--- config.mk ---
export PLATFORM = sky130hd
export DESIGN_NAME = optical_tx_framer
export DESIGN_NICKNAME = d
export VERILOG_FILES = /design/src/rtl/optical_tx_framer.sv
export SDC_FILE = /design/constraint.sdc
export NUM_CORES = 1
export LEC_CHECK = 0
export BUFFER_PORTS_ARGS = -buffer_cell sky130_fd_sc_hd__buf_4
export CORE_MARGIN = 8
export CORE_UTILIZATION = 56
export CTS_CLUSTER_DIAMETER = 100
export DETAILED_ROUTE_END_ITERATION = 6
export PLACE_DENSITY = 0.88
export SLEW_MARGIN = 5
export SYNTH_ARGS = -nofsm -noshare
export SYNTH_HDL_FRONTEND = slang
export SYNTH_SLANG_ARGS = --single-unit
--- constraint.sdc ---
create_clock -name clock -period 3.75 [get_ports clock]
set_clock_uncertainty 0.15 [all_clocks]
set_input_delay 0.5625 -clock clock [delete_from_list [all_inputs] [get_ports clock]]
set_output_delay 0.5625 -clock clock [all_outputs]
set_load 0.02 [all_outputs]
--- src/rtl/optical_tx_framer.sv ---
// optical_tx_framer: multi-lane transmit frame builder for the GTP optical links.
// After all lanes report GTP ready it sends BOND_COUNT channel-bonding frames
// (one per BOND_GAP cycles), then MARKER_FRAMES latency-marker frames, then
// continuous payload frames carrying either per-lane PRBS-31 data or user data.
// Optional feature macro: OPTICAL_TX_ERR_INJ_EN adds the inj_err port, which
// inverts bit 16 of lane 0 for one PRBS frame.
module optical_tx_framer #(
  parameter int NCH           = 2,
  parameter int BOND_GAP      = 32,
  parameter int BOND_COUNT    = 255,
  parameter int MARKER_FRAMES = 1
) (
  input  logic                clock,
  input  logic                reset,
  input  logic [NCH-1:0]      gtp_reset_done,
`ifdef OPTICAL_TX_ERR_INJ_EN
  input  logic                inj_err,
`endif
  input  logic                mode,
  input  logic [48*NCH-1:0]   user_data,
  input  logic                user_valid,
  output logic                user_ready,
  output logic [64*NCH-1:0]   tx_data,
  output logic [8*NCH-1:0]    tx_iskchar,
  output logic [1:0]          tx_state,
  output logic                bonding_done,
  output logic                frame_sync
);

  localparam int GW = $clog2(BOND_GAP + 1);

  localparam logic [63:0] BOND_WORD   = 64'h1CFEFBDC_00000000;
  localparam logic [63:0] MARKER_WORD = 64'hFCFCFCFC_FCFCFCFC;
  localparam logic [63:0] IDLE_WORD   = 64'h0000_0000_0000_3CBC;
  localparam logic [15:0] DATA_TRAIL  = 16'hBC50;
  localparam logic [30:0] SEED_BASE   = 31'h7FFFFFFF;

  typedef enum logic [1:0] {
    S_WAIT = 2'd0,
    S_BOND = 2'd1,
    S_MARK = 2'd2,
    S_DATA = 2'd3
  } state_t;

  state_t                 state;
  logic [GW-1:0]          gap_cnt;
  logic [7:0]             bond_cnt;
  logic [3:0]             mark_cnt;
  logic [NCH-1:0][30:0]   prbs_q;
  logic [NCH-1:0][30:0]   prbs_nxt;
  logic [NCH-1:0][47:0]   prbs_word;

  // Runs the x^31+x^28+1 LFSR for 48 steps; the first generated bit lands in
  // the MSB of the word. Returns {advanced state, 48-bit word}.
  function automatic logic [78:0] prbs_step48(input logic [30:0] seed);
    logic [30:0] s;
    logic [47:0] w;
    logic        nb;
    s = seed;
    w = '0;
    for (int i = 0; i < 48; i++) begin
      nb = s[30] ^ s[27];
      w  = {w[46:0], nb};
      s  = {s[29:0], nb};
    end
    return {s, w};
  endfunction

  for (genvar g = 0; g < NCH; g++) begin : g_prbs
    assign {prbs_nxt[g], prbs_word[g]} = prbs_step48(prbs_q[g]);
  end

  assign tx_state   = state;
  assign user_ready = (state == S_DATA) && mode;

  // Startup sequencer and output frame register; any lane losing GTP ready
  // restarts the whole sequence from WAIT with reseeded PRBS generators.
  always_ff @(posedge clock) begin
    frame_sync <= 1'b0;
    if (reset || !(&gtp_reset_done)) begin
      state        <= S_WAIT;
      gap_cnt      <= '0;
      bond_cnt     <= '0;
      mark_cnt     <= '0;
      tx_data      <= '0;
      tx_iskchar   <= '0;
      bonding_done <= 1'b0;
      for (int c = 0; c < NCH; c++) prbs_q[c] <= SEED_BASE ^ 31'(c);
    end else begin
      case (state)
        S_WAIT: begin
          state        <= S_BOND;
          gap_cnt      <= '0;
          bond_cnt     <= '0;
          mark_cnt     <= '0;
          tx_data      <= '0;
          tx_iskchar   <= '0;
          bonding_done <= 1'b0;
          for (int c = 0; c < NCH; c++) prbs_q[c] <= SEED_BASE ^ 31'(c);
        end
        S_BOND: begin
          for (int c = 0; c < NCH; c++) prbs_q[c] <= SEED_BASE ^ 31'(c);
          if (gap_cnt == GW'(BOND_GAP - 1)) begin
            gap_cnt    <= '0;
            bond_cnt   <= bond_cnt + 8'd1;
            tx_data    <= {NCH{BOND_WORD}};
            tx_iskchar <= {NCH{8'h0F}};
            if (bond_cnt == 8'(BOND_COUNT - 1)) begin
              state        <= S_MARK;
              bonding_done <= 1'b1;
              mark_cnt     <= '0;
            end
          end else begin
            gap_cnt    <= gap_cnt + GW'(1);
            tx_data    <= '0;
            tx_iskchar <= '0;
          end
        end
        S_MARK: begin
          for (int c = 0; c < NCH; c++) prbs_q[c] <= SEED_BASE ^ 31'(c);
          tx_data    <= {NCH{MARKER_WORD}};
          tx_iskchar <= {NCH{8'hFF}};
          frame_sync <= (mark_cnt == 4'd0);
          mark_cnt   <= mark_cnt + 4'd1;
          if (mark_cnt == 4'(MARKER_FRAMES - 1)) state <= S_DATA;
        end
        S_DATA: begin
          tx_iskchar <= {NCH{8'h01}};
          for (int c = 0; c < NCH; c++) begin
            if (!mode) begin
              tx_data[64*c +: 64] <= {prbs_word[c], DATA_TRAIL};
              prbs_q[c]           <= prbs_nxt[c];
            end else if (user_valid) begin
              tx_data[64*c +: 64] <= {user_data[48*c +: 48], DATA_TRAIL};
            end else begin
              tx_data[64*c +: 64] <= IDLE_WORD;
            end
          end
`ifdef OPTICAL_TX_ERR_INJ_EN
          if (!mode && inj_err) tx_data[16] <= ~prbs_word[0][0];
`endif
        end
        default: state <= S_WAIT;
      endcase
    end
  end

endmodule

After elaboration in Yosys (flattened, before gate mapping) --
Cells that the tools add are included. W data, S select, Z words.
Storage, ports and cells: bits in registers 228, output and inout port bits 149
Operators by class: add/sub/neg operators 3, equal/unequal tests 9, mux-type cells 25, bitwise operators 97, reduce and logical (&&, ||, !) cells 14
Operator list (number):
- $pmux W128 S4 | 1
- $mux W64 | 4
- $mux W125 | 1
- $pmux W62 S2 | 1
- $xor A1 B1 Y1 | 96
- $pmux W16 S4 | 1
- $mux W31 | 2
- $pmux W8 S2 | 1
- $mux W12 | 1
- $pmux W4 S3 | 1
- $pmux W6 S2 | 1
- $add A8 B1 Y8 const B | 1
- $eq A8 B8 Y1 const B | 1
- $mux W4 | 2
- $mux W8 | 1
- $ne A2 B2 Y1 const B | 4
- $add A6 B1 Y6 const B | 1
- $eq A6 B5 Y1 const B | 1
- $mux W2 | 3
- $mux W6 | 1
- $pmux W2 S3 | 1
- $reduce_and A3 Y1 | 2
- $add A4 B1 Y4 const B | 1
- $eq A2 B2 Y1 const B | 2
- other kinds (15) | 17

Longest topological paths before layout --
word-level depth 4, depth in mapped cells 9, depth with buffers taken out 6

Worst setup path before layout --
OpenSTA, ideal clock, no wires.
path type in2out, from input mode, to output user_ready, arrival 1.602 ns, required time 3.037 ns, slack 1.436 ns, cell stages on the path 5, cell sequence clkbuf_1 > inv_1 > clkbuf_1 > buf_1 > nor2_1
Between the ends: cells in the longest elaborated chain, start to end 1
RTL lines:
- start: declaration | line 19 | input logic mode,
- $logic_and A1 B1 Y1 | line 74 | assign user_ready = (state == S_DATA) && mode;
- end: declaration | line 22 | output logic user_ready,
No other way between the ends.

Worst setup path in the final report --
from register state[0], in the netlist tx_state[0], to register tx_data[21]
Between the ends: cells in the longest elaborated chain, start to end 2, elaborated cells between the ends (all ways) 5, classes of those cells 3 x eq/ne; 1 x mux; 1 x reduce/logical
RTL lines:
- start: declaration | line 45 | state_t state;
- start signal: assignment | line 81 | state <= S_WAIT;
- start signal: assignment | line 92 | state <= S_BOND;
- start signal: assignment | line 109 | state <= S_MARK;
- $eq A2 B2 Y1 (tied with other cells) | line 90 | case (state)
- $pmux W128 S4 * | line 90
- end signal: assignment | line 106 | tx_data <= {NCH{BOND_WORD}};
- end signal: assignment | line 121 | tx_data <= {NCH{MARKER_WORD}};
- end signal: indexed assignment | line 131 | tx_data[64*c +: 64] <= {prbs_word[c], DATA_TRAIL};
- end: declaration | line 23 | output logic [64*NCH-1:0] tx_data,
Mark *: on every way between the ends. The rest lies on a longest branch, timed or not. A chain may end at the register's enable or synchronous reset.

==> impl_metrics.tcl <==
set metrics [dict create \
    outcome "finished, violations left" \
    violations "design-rule violations" \
    worst-endpoint-required_ns 3.95 \
    ant_nets 0 \
    antenna_found_initial 0 \
    cts-resized-gates 0 \
    use_met1 0.324 \
    dp_hpwl_um 18600 \
    cellInternalPower_mw 3.11 \
    die_h_um 138 \
    final_hold_viol_count 0 \
    rows 44 \
    synth-edff-count 0 \
    n_antenna_cell 0 \
    finalCriticalPeriod_ns 2.91 \
    use_met3 0.0877 \
    gp_congestion 0.912 \
    drt-initial-drc-count 671 \
    cp.arrival_ns 3.12 \
    htree_levels 4 \
    critPathLaunchType "register" \
    rsz0062_at_grt "no" \
    finalSetupViolations 0 \
    pwr-share-seq 0.489 \
    cap_violations 0 \
    synth.cell_area_sq_um 8390 \
    root_buffer "clkbuf_16" \
    synthFlopType "dfxtp_1" \
    grt_pass1_vias 7336 \
    p_clk_frac 0.447 \
    core_sq_um 14600 \
    end_kind "register" \
    cts_tree "yes" \
    swShare 0.230 \
    timing.final.crit_share 0.777 \
    grt_max_degree 69 \
    cts_sinks 186 \
    wl_um 25700 \
    synth_cell_types 51 \
    cts.path.max_buffers 2 \
    holdWs_ns 0.228 \
    track_usage 0.257 \
    critPathMaxFanout 20 \
    grt_pass1_wl_um 40200 \
    grt-busiest-layer "met2" \
    dr.pass1.iters 7 \
    ys_seq_elements 186 \
    fillers 1114 \
    power_frac_comb 0.063 \
    slew_headroom 0.130 \
    die_area_sq_um 19200 \
    cts_hold_buffers 0 \
    ff_latch_area_sq_um 3720 \
    clk_pin_slew_worst_paths_ns 0.07 \
    leakagePower_nw 4.43 \
    max_freq_mhz 343 \
    remaining_drc_errors 10 \
    finalNetCount 1253 \
    pin_count 251 \
    async_flop_share 0 \
    synth_warnings 0 \
    syn-instance-count 992 \
    slew_viol_final 0 \
    clock_latency_ns 0.44 \
    post_cts_buffers 0 \
    avgSynthCellArea_sq_um 8.46 \
    area_delta_synth_final_pct 25.3 \
    routed-via-count 7510 \
    power.total_mw 4.04 \
    use_met2 0.401 \
    power_switching_mw 0.929 \
    place_area_sq_um 9920 \
    final_area_sq_um 10500 \
    drt-wirelength-per-cell_um 19.2 \
    final_layout_size_suffix_gt1_frac 0.263 \
    fin_setup_tns_ns 0 \
    holdCritPathClass "in2reg" \
    vias_per_cell 5.61 \
    cts_made_buffers 17 \
    worstSetupPathType "reg2reg" \
    tightest_slew_ns 1.30 \
    multi_input_comb_area_sq_um 4000 \
    start_util 0.575 \
    overflow 0 \
    powerDensity_nw_per_um2 384 \
    port_buffers 242 \
    peakVddDrop_uv 329 \
    die_w_um 138 \
    ys_seq_area_frac 0.444 \
]
## sequential cells by signal (all words and copies together), names as in the netlist
name,flops
tx_data,99
bond_cnt,8
prbs_q,62
frame_sync,1
tx_iskchar,3
mark_cnt,4
tx_state,2
bonding_done,1
gap_cnt,6
## cell families (layout without fill, tap and decap cells)
group	Yosys count	count (layout)	share of synthesized area
mux	25	25	0.0300
simple gates	297	297	0.152
fa+ha+maj	10	10	0.0149
other cells	1	8	0.000447
buf+inv	143	298	0.0847
flops	186	186	0.444
xor+xnor	98	98	0.102
compound gates	232	232	0.172
## synth_stat cells, types with 4 or more instances
cell type / n / area [sq um]
nor2_1: 120 / 450
nand4_1: 4 / 25.0
o211ai_1: 17 / 128
nand2b_1: 7 / 43.8
a211o_1: 8 / 70.1
mux2i_1: 24 / 240
or2_2: 4 / 25.0
ha_1: 10 / 125
clkbuf_1: 74 / 278
buf_1: 5 / 18.8
buf_2: 6 / 30.0
a211oi_1: 4 / 30.0
buf_4: 42 / 315
o31ai_1: 9 / 67.6
o21ai_0: 62 / 310
dfxtp_1: 186 / 3720
a22o_1: 4 / 35.0
xnor2_1: 35 / 307
a21oi_1: 83 / 415
xor2_1: 63 / 552
nand3_1: 16 / 80.1
a21o_1: 13 / 97.6
o31ai_2: 8 / 100
o2111ai_1: 4 / 35.0
a22oi_1: 9 / 67.6
nand2_1: 116 / 435
nor3_1: 5 / 25.0
and3_1: 6 / 37.5
inv_1: 13 / 48.8
## metal layers
layer | part of all wire | up-vias
met4 | 0.023 | 0
met1 | 0.41 | 3532
met2 | 0.47 | 372
li1 | - | 3556
met3 | 0.10 | 50
met5 | 0 | -
## placed cells by master, fill, tap and decap left out, drive strengths merged, types with 6 or more instances in the layout
| cell | instances |
|---|---|
| clkinv | 7 |
| o31ai | 17 |
| buf | 252 |
| inv | 17 |
| a22oi | 9 |
| o211ai | 17 |
| nand2 | 116 |
| nand3 | 16 |
| conb | 8 |
| a211o | 8 |
| nand2b | 7 |
| a21oi | 83 |
| and3 | 6 |
| a21o | 13 |
| xnor2 | 35 |
| o21ai | 62 |
| mux2i | 24 |
| ha | 10 |
| clkbuf | 19 |
| xor2 | 63 |
| nor2 | 120 |
| dfxtp | 186 |
## worst paths after layout
kind	from	depth (start not counted)	endpoint	slack (ns)
min reg2reg	bonding_done	2	bonding_done	0.30
max	tx_state[0]	6	tx_data[21]	0.84
max reg2reg	tx_state[0]	6	tx_data[21]	0.84
min	user_data[48]	3	tx_data[80]	0.23
## critical path, cell delays in order, from the launching register on
cell	delay [ns]
dfxtp_1	0.46
ha_1	0.54
nand2_1	0.11
buf_4	0.23
nor2_1	0.91
o211ai_1	0.24
a21oi_1	0.19
## stage by stage
stage | util | setup WS (ns) | cells
global route | 0.720 | 0.606 | 1338
floorplan | - | 1.44 | 999
global placement | 0.680 | 1.01 | 1306
CTS | 0.720 | 0.828 | 1338
finish | 0.720 | 0.837 | 1338
detailed placement | 0.680 | 0.878 | 1306
## layout make-up
cell class | instances | share of cell area
Tap cell | 184 | 0.0219
Timing Repair Buffer | 252 | 0.181
Inverter | 14 | 0.00524
Sequential cell | 186 | 0.354
Clock inverter | 13 | 0.0136
Multi-Input combinational cell | 670 | 0.381
Clock buffer | 19 | 0.0431
## power by group through the flow
stage	Clock (mW)	Sequential [mW]	Combinational, mW
after global routing	1.91	1.98	0.273
final	1.81	1.98	0.255
after detailed placement	0	2.02	0.249
after floorplan	0	2.02	0.130
after global placement	0	2.02	0.247
after CTS	1.83	1.98	0.252
Note: power is estimated with default switching activity, not from simulation.
